File: config.mk
export PLATFORM = sky130hd
export DESIGN_NAME = div_repeated_sub_flat
export DESIGN_NICKNAME = d
export VERILOG_FILES = /design/src/rtl/div_repeated_sub_if.sv /design/src/rtl/div_repeated_sub.sv /design/src/flat_wrapper.sv
export SDC_FILE = /design/constraint.sdc
export NUM_CORES = 1
export LEC_CHECK = 0
export CORE_MARGIN = 3
export CORE_UTILIZATION = 45
export DETAILED_ROUTE_END_ITERATION = 10
export GPL_TIMING_DRIVEN = 0
export PLACE_DENSITY = 0.79
export RECOVER_POWER = 50
export SLEW_MARGIN = 15
export SYNTH_ARGS = -nofsm -noshare
export SYNTH_HDL_FRONTEND = slang
export SYNTH_SLANG_ARGS = --single-unit
File: constraint.sdc
create_clock -name clk -period 7.4 [get_ports clk]
set_clock_uncertainty 0.05 [all_clocks]
set_input_delay 1.11 -clock clk [delete_from_list [all_inputs] [get_ports clk]]
set_output_delay 1.11 -clock clk [all_outputs]
set_load 0.01 [all_outputs]
File: src/rtl/div_repeated_sub_if.sv
// Handshake/data bundle for div_repeated_sub.
//   start     : request a division; data_in carries the dividend in that cycle
//   data_in   : dividend in the start cycle, divisor in the following cycle
//   busy      : operation in progress (LDB or CALC)
//   done      : one-cycle pulse; results valid in this cycle
//   quotient  : working quotient register
//   remainder : working remainder register
//   div_zero  : divisor was zero; valid with done
//   abort     : only present when DIV_ABORT_EN is defined; cancels a running operation
interface div_repeated_sub_if #(
  parameter int WIDTH = 8
);
  logic             start;
  logic [WIDTH-1:0] data_in;
  logic             busy;
  logic             done;
  logic [WIDTH-1:0] quotient;
  logic [WIDTH-1:0] remainder;
  logic             div_zero;
`ifdef DIV_ABORT_EN
  logic             abort;

  modport master (
    output start, data_in, abort,
    input  busy, done, quotient, remainder, div_zero
  );
  modport slave (
    input  start, data_in, abort,
    output busy, done, quotient, remainder, div_zero
  );
`else
  modport master (
    output start, data_in,
    input  busy, done, quotient, remainder, div_zero
  );
  modport slave (
    input  start, data_in,
    output busy, done, quotient, remainder, div_zero
  );
`endif
endinterface

File: src/rtl/div_repeated_sub.sv
// Unsigned divider by repeated subtraction (controller and datapath in one block).
// The dividend arrives with start, the divisor on the next cycle, both on data_in.
// Each CALC cycle subtracts the divisor once from the remainder and bumps the
// quotient; a zero divisor sets div_zero and returns an all-ones quotient.
// Ports:
//   clk   : clock, rising edge
//   rst_n : asynchronous active-low reset
//   bus   : div_repeated_sub_if slave modport (start, data_in, busy, done,
//           quotient, remainder, div_zero, and abort when enabled)
// Optional feature: define DIV_ABORT_EN to add bus.abort, which returns a running
// operation (LDB/CALC) to IDLE with all working registers cleared and no done pulse.
module div_repeated_sub #(
  parameter int WIDTH = 8
) (
  input  logic               clk,
  input  logic               rst_n,
  div_repeated_sub_if.slave  bus
);

  typedef enum logic [1:0] {
    S_IDLE = 2'd0,
    S_LDB  = 2'd1,
    S_CALC = 2'd2,
    S_DONE = 2'd3
  } state_t;

  state_t           state, state_d;
  logic [WIDTH-1:0] r, r_d;
  logic [WIDTH-1:0] d, d_d;
  logic [WIDTH-1:0] q, q_d;
  logic             dz, dz_d;

  // Extra top bit is the borrow: clear means R >= D.
  logic [WIDTH:0]   diff;
  logic             r_ge_d;

  assign diff   = {1'b0, r} - {1'b0, d};
  assign r_ge_d = ~diff[WIDTH];

  always_ff @(posedge clk or negedge rst_n) begin
    if (!rst_n) begin
      state <= S_IDLE;
      r     <= '0;
      d     <= '0;
      q     <= '0;
      dz    <= 1'b0;
    end else begin
      state <= state_d;
      r     <= r_d;
      d     <= d_d;
      q     <= q_d;
      dz    <= dz_d;
    end
  end

  always_comb begin
    state_d = state;
    r_d     = r;
    d_d     = d;
    q_d     = q;
    dz_d    = dz;
    unique case (state)
      S_IDLE: begin
        if (bus.start) begin
          r_d     = bus.data_in;
          q_d     = '0;
          dz_d    = 1'b0;
          state_d = S_LDB;
        end
      end
      S_LDB: begin
        d_d     = bus.data_in;
        state_d = S_CALC;
      end
      S_CALC: begin
        if (d == '0) begin
          dz_d    = 1'b1;
          q_d     = '1;
          state_d = S_DONE;
        end else if (r_ge_d) begin
          r_d = diff[WIDTH-1:0];
          q_d = q + WIDTH'(1);
        end else begin
          state_d = S_DONE;
        end
      end
      S_DONE: begin
        state_d = S_IDLE;
      end
      default: state_d = S_IDLE;
    endcase
`ifdef DIV_ABORT_EN
    // Overrides every CALC decision above; ignored in IDLE and DONE.
    if (bus.abort && (state == S_LDB || state == S_CALC)) begin
      state_d = S_IDLE;
      r_d     = '0;
      d_d     = '0;
      q_d     = '0;
      dz_d    = 1'b0;
    end
`endif
  end

  assign bus.busy      = (state == S_LDB) || (state == S_CALC);
  assign bus.done      = (state == S_DONE);
  assign bus.quotient  = q;
  assign bus.remainder = r;
  assign bus.div_zero  = dz;

endmodule
File: src/flat_wrapper.sv
// flat-port wrapper written by rule: the top's interface ports become plain ports
module div_repeated_sub_flat 
#(
  parameter int WIDTH = 8
)
  (clk, rst_n, bus_start, bus_data_in, bus_busy, bus_done, bus_quotient, bus_remainder, bus_div_zero);
  div_repeated_sub_if #(.WIDTH(WIDTH)) bus_i ();
  input  logic clk;
  input  logic rst_n;
  input wire logic [$bits(bus_i.start)-1:0] bus_start;
  input wire logic [$bits(bus_i.data_in)-1:0] bus_data_in;
  output wire logic [$bits(bus_i.busy)-1:0] bus_busy;
  output wire logic [$bits(bus_i.done)-1:0] bus_done;
  output wire logic [$bits(bus_i.quotient)-1:0] bus_quotient;
  output wire logic [$bits(bus_i.remainder)-1:0] bus_remainder;
  output wire logic [$bits(bus_i.div_zero)-1:0] bus_div_zero;
  assign bus_i.start = bus_start;
  assign bus_i.data_in = bus_data_in;
  assign bus_busy = bus_i.busy;
  assign bus_done = bus_i.done;
  assign bus_quotient = bus_i.quotient;
  assign bus_remainder = bus_i.remainder;
  assign bus_div_zero = bus_i.div_zero;
  div_repeated_sub #(.WIDTH(WIDTH)) u_core (.clk(clk), .rst_n(rst_n), .bus(bus_i));
endmodule
## After elaboration in Yosys (flattened, before gate mapping)

Cells that the tools add are included.

- Add/subtract/negate cells: 2
- Reduce and logical (&&, ||, !) cells: 8
- Equal/unequal tests: 9
- Mux-type cells: 15

Operator list:

| cell | count |
|---|---|
| 8-bit two-way mux | 6 |
| 8-bit case mux with 2 select lines | 2 |
| 8-bit by 8-bit subtractor with 9-bit output | 1 |
| 8-bit by 1-bit adder with 8-bit output, second input constant | 1 |
| 8-bit zero test | 1 |
| 2-bit case mux with 4 select lines | 1 |
| 2-bit two-way mux | 3 |
| 2-bit != test, second input constant | 3 |
| 3-bit AND reduction | 2 |
| 2-bit equality test, second input constant | 2 |
| 4-bit AND reduction | 1 |
| 3-bit by 1-bit != test with 1-bit output, second input constant | 1 |
| 3-bit != test, second input constant | 1 |
| 2-bit by 1-bit equality test with 1-bit output, second input constant | 1 |
| 2-bit zero test | 1 |
| 1-bit two-way mux | 2 |
| 2-bit by 1-bit != test with 1-bit output, second input constant | 1 |
| 1-bit case mux with 2 select lines | 1 |
| 2-bit AND reduction | 1 |
| 2-bit nonzero test | 1 |
| 1-bit logical OR | 1 |

- Flip-flop bits (word level): 27
- Input bits: 11

## Logic depth before layout (Yosys ltp)

Gate-level depths: netlist of the first run.

- Depth after elaboration: 4
- Depth in mapped cells: 11
- Gate-level depth less buffers: 10

## Worst setup path after synthesis of the first run

Ideal clock, no wire load.

- Path type: flip-flop to flip-flop
- Start: register u_core.r[0] (netlist: u_core.bus.remainder[0])
- End: register u_core.q[2] (netlist: u_core.bus.quotient[2])
- Buffers on the path: 1
- Clock period less this slack: 2.472 ns
- Library setup time: 0.121 ns
- Data arrival time: 2.301 ns
- Cell stages (with the launch flop): 12
- Path slack: 4.928 ns
- Data required time: 7.229 ns
- Cell sequence: dfrtp_1 > inv_1 > ha_1 > inv_1 > fa_1 > a21oi_1 > nand4b_1 > a21oi_2 > o311a_1 > buf_6 > a21o_1 > a22o_1

- Longest elaborated chain between the ends: 3

Ends and longest elaborated chain:

| item | line | text |
|---|---|---|
| from (decl) | div_repeated_sub.sv:28 | `logic [WIDTH-1:0] r, r_d;` |
| from (signal assigned) | div_repeated_sub.sv:49 | `r <= r_d;` |
| 8-bit by 8-bit subtractor with 9-bit output | div_repeated_sub.sv:37 | `assign diff = {1'b0, r} - {1'b0, d};` |
| 3-bit != test (no line) | -- |  |
| 3-bit AND reduction (no line) | -- |  |
| to (signal assigned) | div_repeated_sub.sv:51 | `q <= q_d;` |
| to (decl) | div_repeated_sub.sv:30 | `logic [WIDTH-1:0] q, q_d;` |

Every way passes these cells.
A chain may end at the register's enable or synchronous reset.

## Worst setup path after layout of the first run

- Start: input port bus_start
- End: register u_core.r[2] (netlist: u_core.bus.remainder[2])

- Longest elaborated chain between the ends: 2

Ends and longest elaborated chain:

| item | line | text |
|---|---|---|
| from (decl) | flat_wrapper.sv:10 | `input wire logic [$bits(bus_i.start)-1:0] bus_start;` |
| 2-bit != test (no line) | -- |  |
| 4-bit AND reduction (no line) | -- |  |

Every way passes these cells.

==> run metrics, run 1 <==
status=completed; wire per inst=14.4 µm; final slew viol count=0; Hold Crit Class=reg -> reg; Crit Path Max Fanout=8; starting density of the core=49.1%; port bufs=29; initial antenna violation count=0; Switch Pwr=0.000468 W; area added between synthesis and finish=22.5%; CTS tree=yes; synth top area cells=dfrtp_1, ha_1, mux2_2; WL final=3640 µm; Synth area leader=dfrtp_1; Fillers=296; Post-CTS Setup Bufs=0; Combinational Power Share=68.4%; htree depth=1; Final Hold Violating Endpoints=0; largest net degree at the start of global routing=28; syn nets=198; post-synth cell types=40; RD Place Congestion=0.802; share of cells above drive strength 1=11.7%; die area=4590 µm²; asr flop ratio synth=100%; Routed Antenna Nets=0; vias=1,369; Reg power frac=23.9%; crit-path max cell delay=0.55 ns; DRC viols=0; Pleak=0.915 nW; post-cts repair resize count=0; Worst-Margin Slew=1.48 ns; fin nets=232; io pins=30; Post-synth EDFFs=0; Pwr Total=0.00109 W; Clock Root Buffer=clkbuf_8; Multi-input gate area=966 µm²; Mapped Area=1720 µm²; final setup violation count=0; CTS max path bufs=2; initial DRC count=36; Synth top cells by count=dfrtp_1, nand2_1, inv_1; # diodes=0; crit path launch type=primary input; Mapped Cells=173; vias in the first global route=1,352; slowest CP cell=dlygate4sd3_1; post-DP HPWL=2730 µm; worst endpoint required time=7.51 ns; CP Cell Sequence=dlygate4sd3_1 > nand2b_1 > o21a_1 > nand2_1 > o2bb2ai_4 > mux2_2; die height=67.8 µm; fin crit period=2.84 ns; count leader, synth=dfrtp_1; top cell type's share of synthesized area=39.4%; total global routing overflow=0; ys flop type=dfrtp_1; Post-CTS Hold Buffers=0; Seq cells post-synth=27; Clock power frac=7.7%; Max VDD drop=0.248 mV; Syn Area/Cell=9.92 µm²; Pwr Density=518 nW/µm²; Pint=0.000622 W; CTS Sinks=27; Skew-Pair Late Insertion Delay=0.27 ns; drt first pass iters=4; row cnt=21; Slew headroom=1.19%; Seq. cell area=676 µm²; crit path capture type=register; crit path DAT=2.96 ns; first-pass GRT wire length=6350 µm; core area=3490 µm²; sequential share of the synthesized area=39.4%; sw frac=42.9%; final core occ=60.2%; clk slew on worst S/H paths=0.09 ns; Total GRT Usage=18.3%; critical path class=in -> reg; average vias per placed instance=5.43; die width=67.8 µm; period utilisation layout=38.4%; sum of buffers and inverters on the critical path=1; setup TNS=0 ns; MaxCap Viol Count=0; CP top delay family=compound AO/OA/AOI/OAI gates; total CTS buffers=3; Yosys warning count=0; RSZ-0062 raised after global routing=no; highest clock rate=352 MHz
## layout by cell type (no fill, tap or decap), types with 2 or more instances in the layout
cell              n
o21ai_0          12
o22ai_1           2
o21a_1            7
dfrtp_1          27
xnor2_1           2
mux2_2           12
and3_1            2
clkbuf_1          4
o31ai_1           4
a21oi_2           2
inv_1            15
a22o_2            2
ha_1             13
nor3_1            3
dlygate4sd3_1     8
clkdlybuf4s50_1  20
a21oi_1           8
clkbuf_8          3
a21o_1            5
nor2b_1           2
nand3_1           4
nand2_1          20
a22o_1            3
nor2_1            6
nor4_1            2
## state kept, by name, indices dropped and copies added, names as in the netlist
register	cells
u_core.state	2
u_core.d	8
u_core.bus.remainder	8
u_core.bus.div_zero	1
u_core.bus.quotient	8
## logic make-up (layout without fill, tap and decap cells)
kind of cell / count (synthesis) / after routing / share of synthesized area [%]
AO/OA/AOI/OAI: 53 / 53 / 23.3
AND/OR/NAND/NOR: 45 / 45 / 12.3
flip-flops: 27 / 27 / 39.4
buffers and inverters: 18 / 51 / 4.37
adder cells (fa/ha/maj): 14 / 14 / 10.6
multiplexers: 13 / 13 / 8.45
XOR/XNOR: 3 / 3 / 1.53
## area by class of cell
cell class	instances	share of cell area [%]
plain buffers	3	0.892
clock buffers	4	2.14
inverters	15	2.68
multi-input cells	128	45.9
flip-flops and latches	27	32.1
well taps	46	2.74
repair buffers	29	13.5
## path summary, 6_finish.rpt
path,slack [ns],cells past startpoint,end,from
worst max-delay path,4.56,6,u_core.bus.remainder[2]$_DFFE_PN0P_,bus_start
min in group asynchronous,1.12,1,u_core.state[0]$_DFFE_PN0P_,rst_n
max in group asynchronous,5.31,1,u_core.bus.remainder[4]$_DFFE_PN0P_,rst_n
worst min-delay path,0.50,1,u_core.bus.remainder[4]$_DFFE_PN0P_,u_core.bus.remainder[4]$_DFFE_PN0P_
worst min register to register,0.50,1,u_core.bus.remainder[4]$_DFFE_PN0P_,u_core.bus.remainder[4]$_DFFE_PN0P_
worst max register to register,4.65,10,u_core.bus.quotient[7]$_DFFE_PN0P_,u_core.bus.remainder[0]$_DFFE_PN0P_
## layer usage
layer / GRT usage [%] / wire length, µm / share of wire [%]
met5: 0 / 0 / 0
met4: 4.56 / 46 / 1.3
met3: 2.33 / 177 / 4.9
met2: 29.2 / 1580 / 43
met1: 26.1 / 1840 / 50
## through the flow
step                      std cells  hold slack (ns)  cell area [µm²]  setup WS, ns
after CTS                       252            0.502             2100          4.62
after floorplan                 173            0.459             1720          4.93
after global placement          248            0.474             2060          4.35
after detailed placement        248            0.470             2060          4.35
final                           252            0.501             2100          4.56
after global routing            252            0.531             2100          4.40
## power by group through the flow
| stage | clock network [W] | logic [W] | registers [W] |
|---|---|---|---|
| after floorplan | 0 | 0.000543 | 0.000267 |
| after global placement | 0 | 0.000725 | 0.000260 |
| after detailed placement | 0 | 0.000746 | 0.000264 |
| after CTS | 0.0000873 | 0.000749 | 0.000261 |
| after global routing | 0.0000923 | 0.000828 | 0.000271 |
| final | 0.0000845 | 0.000745 | 0.000261 |
Note: power is estimated with default switching activity, not from simulation.
==> inputs of run 2 (changes only) <==
--- a/config.mk
+++ b/config.mk
@@ -9,7 +9,7 @@
 export CORE_UTILIZATION = 45
 export DETAILED_ROUTE_END_ITERATION = 10
 export GPL_TIMING_DRIVEN = 0
-export PLACE_DENSITY = 0.79
+export PLACE_DENSITY = 0.81
 export RECOVER_POWER = 50
 export SLEW_MARGIN = 15
 export SYNTH_ARGS = -nofsm -noshare
==> constraint.sdc (replaced) <==
create_clock -name clk -period 2.4 [get_ports clk]
set_clock_uncertainty 0.05 [all_clocks]
set_input_delay 0.36 -clock clk [delete_from_list [all_inputs] [get_ports clk]]
set_output_delay 0.36 -clock clk [all_outputs]
set_load 0.01 [all_outputs]
==> run metrics, run 2 (same netlist as run 1, synthesis figures left out) <==
status=complete, but fails checks; violated checks=max-capacitance violations, negative setup slack; initial antenna violation count=0; Hold Crit Class=in -> async; RD Place Congestion=0.801; Multi-input gate area=1030 µm²; Skew-Pair Late Insertion Delay=0.27 ns; Slew headroom=0.857%; crit path capture type=register; period utilisation layout=104%; Crit Path Max Fanout=5; clk slew on worst S/H paths=0.09 ns; die area=4590 µm²; fin nets=244; commonest non-fill, non-tap cells in the layout=clkdlybuf4s50_1, dfrtp_1, nand2_1, inv_1; drt first pass iters=4; # diodes=0; final instance area=2270 µm²; critical path class=reg -> reg; final slew viol count=0; dpl cell area=2070 µm²; final core occ=65.1%; Pint=0.00224 W; largest net degree at the start of global routing=28; DRC viols=0; Pleak=0.989 nW; die width=67.8 µm; Max VDD drop=0.819 mV; CTS max path bufs=2; final setup violation count=12; Switch Pwr=0.00161 W; io pins=30; CTS tree=yes; worst endpoint required time=2.51 ns; crit path launch type=register; htree depth=1; post-DP HPWL=2630 µm; CTS Sinks=27; die height=67.8 µm; highest clock rate=400 MHz; MaxCap Viol Count=1; Reg power frac=21.0%; Total GRT Usage=18.2%; row cnt=21; average vias per placed instance=5.41; Worst-Margin Slew=1.49 ns; pre-CTS WS=-0.176 ns; first-pass GRT wire length=6380 µm; fin crit period=2.50 ns; area added between synthesis and finish=32.4%; wire per inst=15.1 µm; Seq. cell area=676 µm²; Final Hold Violating Endpoints=0; starting density of the core=49.1%; share of cells above drive strength 1=19.7%; final hold slack=0.372 ns; sw frac=41.8%; vias=1,429; crit path DAT=2.62 ns; RSZ-0062 raised after global routing=yes; core area=3490 µm²; Clock Root Buffer=clkbuf_8; Pwr Density=1690 nW/µm²; Fillers=282; total CTS buffers=3; WL final=3990 µm; Post-CTS Hold Buffers=0; initial DRC count=81; Worst Slack Setup Final=-0.101 ns; total global routing overflow=0; Clock power frac=6.7%; Routed Antenna Nets=0; commonest non-fill, non-tap cell in the layout=clkdlybuf4s50_1; Combinational Power Share=72.3%; port bufs=29; vias in the first global route=1,451
==> run 2: through the flow <==
step	total power, W	setup TNS (ns)	instances
3_3_place_gp	0.00306	-1.12	248
6_report	0.00385	-0.531	264
2_1_floorplan	0.00251	0	173
3_5_place_dp	0.00311	-1.36	248
5_1_grt	0.00415	-1.59	264
4_1_cts	0.00362	-0.241	258
==> run 2: what timing repair did <==
action                     in CTS  in global routing
pin swaps                       9                 10
gates cloned                    1                  0
hold endpoints to repair        0                  0
resized for setup               6                  6
setup endpoints to repair      15                 16
setup buffers                   5                  6
==> run 2: worst max-delay path, cell delays in order, from the launching register on <==
cell	delay [ns]
dfrtp_1	0.40
inv_2	0.08
ha_4	0.13
inv_2	0.03
fa_2	0.35
a21oi_2	0.16
nand4b_1	0.23
a21oi_4	0.11
o311a_1	0.39
buf_6	0.14
a21o_1	0.15
a22o_1	0.17
==> run 2: worst paths after layout <==
kind,startpoint,end,slack [ns],cells after the start
min in group clk,u_core.bus.div_zero$_DFFE_PN0P_,u_core.bus.div_zero$_DFFE_PN0P_,0.49,2
max in group asynchronous,rst_n,u_core.state[0]$_DFFE_PN0P_,1.06,1
hold / removal,rst_n,u_core.bus.remainder[4]$_DFFE_PN0P_,0.37,1
setup / recovery,u_core.bus.remainder[0]$_DFFE_PN0P_,u_core.bus.quotient[2]$_DFFE_PN0P_,-0.10,11
setup reg to reg,u_core.bus.remainder[0]$_DFFE_PN0P_,u_core.bus.quotient[2]$_DFFE_PN0P_,-0.10,11
hold reg to reg,u_core.bus.div_zero$_DFFE_PN0P_,u_core.bus.div_zero$_DFFE_PN0P_,0.49,2
==> run 2: layout make-up <==
type / count / area share, %
multi-input cells: 128 / 45.2
flip-flops and latches: 27 / 29.7
well taps: 46 / 2.53
plain buffers: 3 / 0.826
clock buffers: 4 / 1.98
repair buffers: 41 / 17.2
inverters: 15 / 2.48
==> run 2: power by group through the flow <==
stage / logic [W] / registers (W) / clock network, W
CTS: 0.00255 / 0.000809 / 0.000266
detailed placement: 0.00230 / 0.000810 / 0
global route: 0.00303 / 0.000831 / 0.000283
finish: 0.00278 / 0.000808 / 0.000259
global placement: 0.00225 / 0.000803 / 0
floorplan: 0.00169 / 0.000824 / 0
==> run 2: layer usage <==
metal	wire [µm]	up-vias	track usage, %
met5	0	-	0
met4	36	0	6.33
met3	126	4	2.16
met2	1880	37	29.6
met1	1940	669	24.8
li1	-	719	-
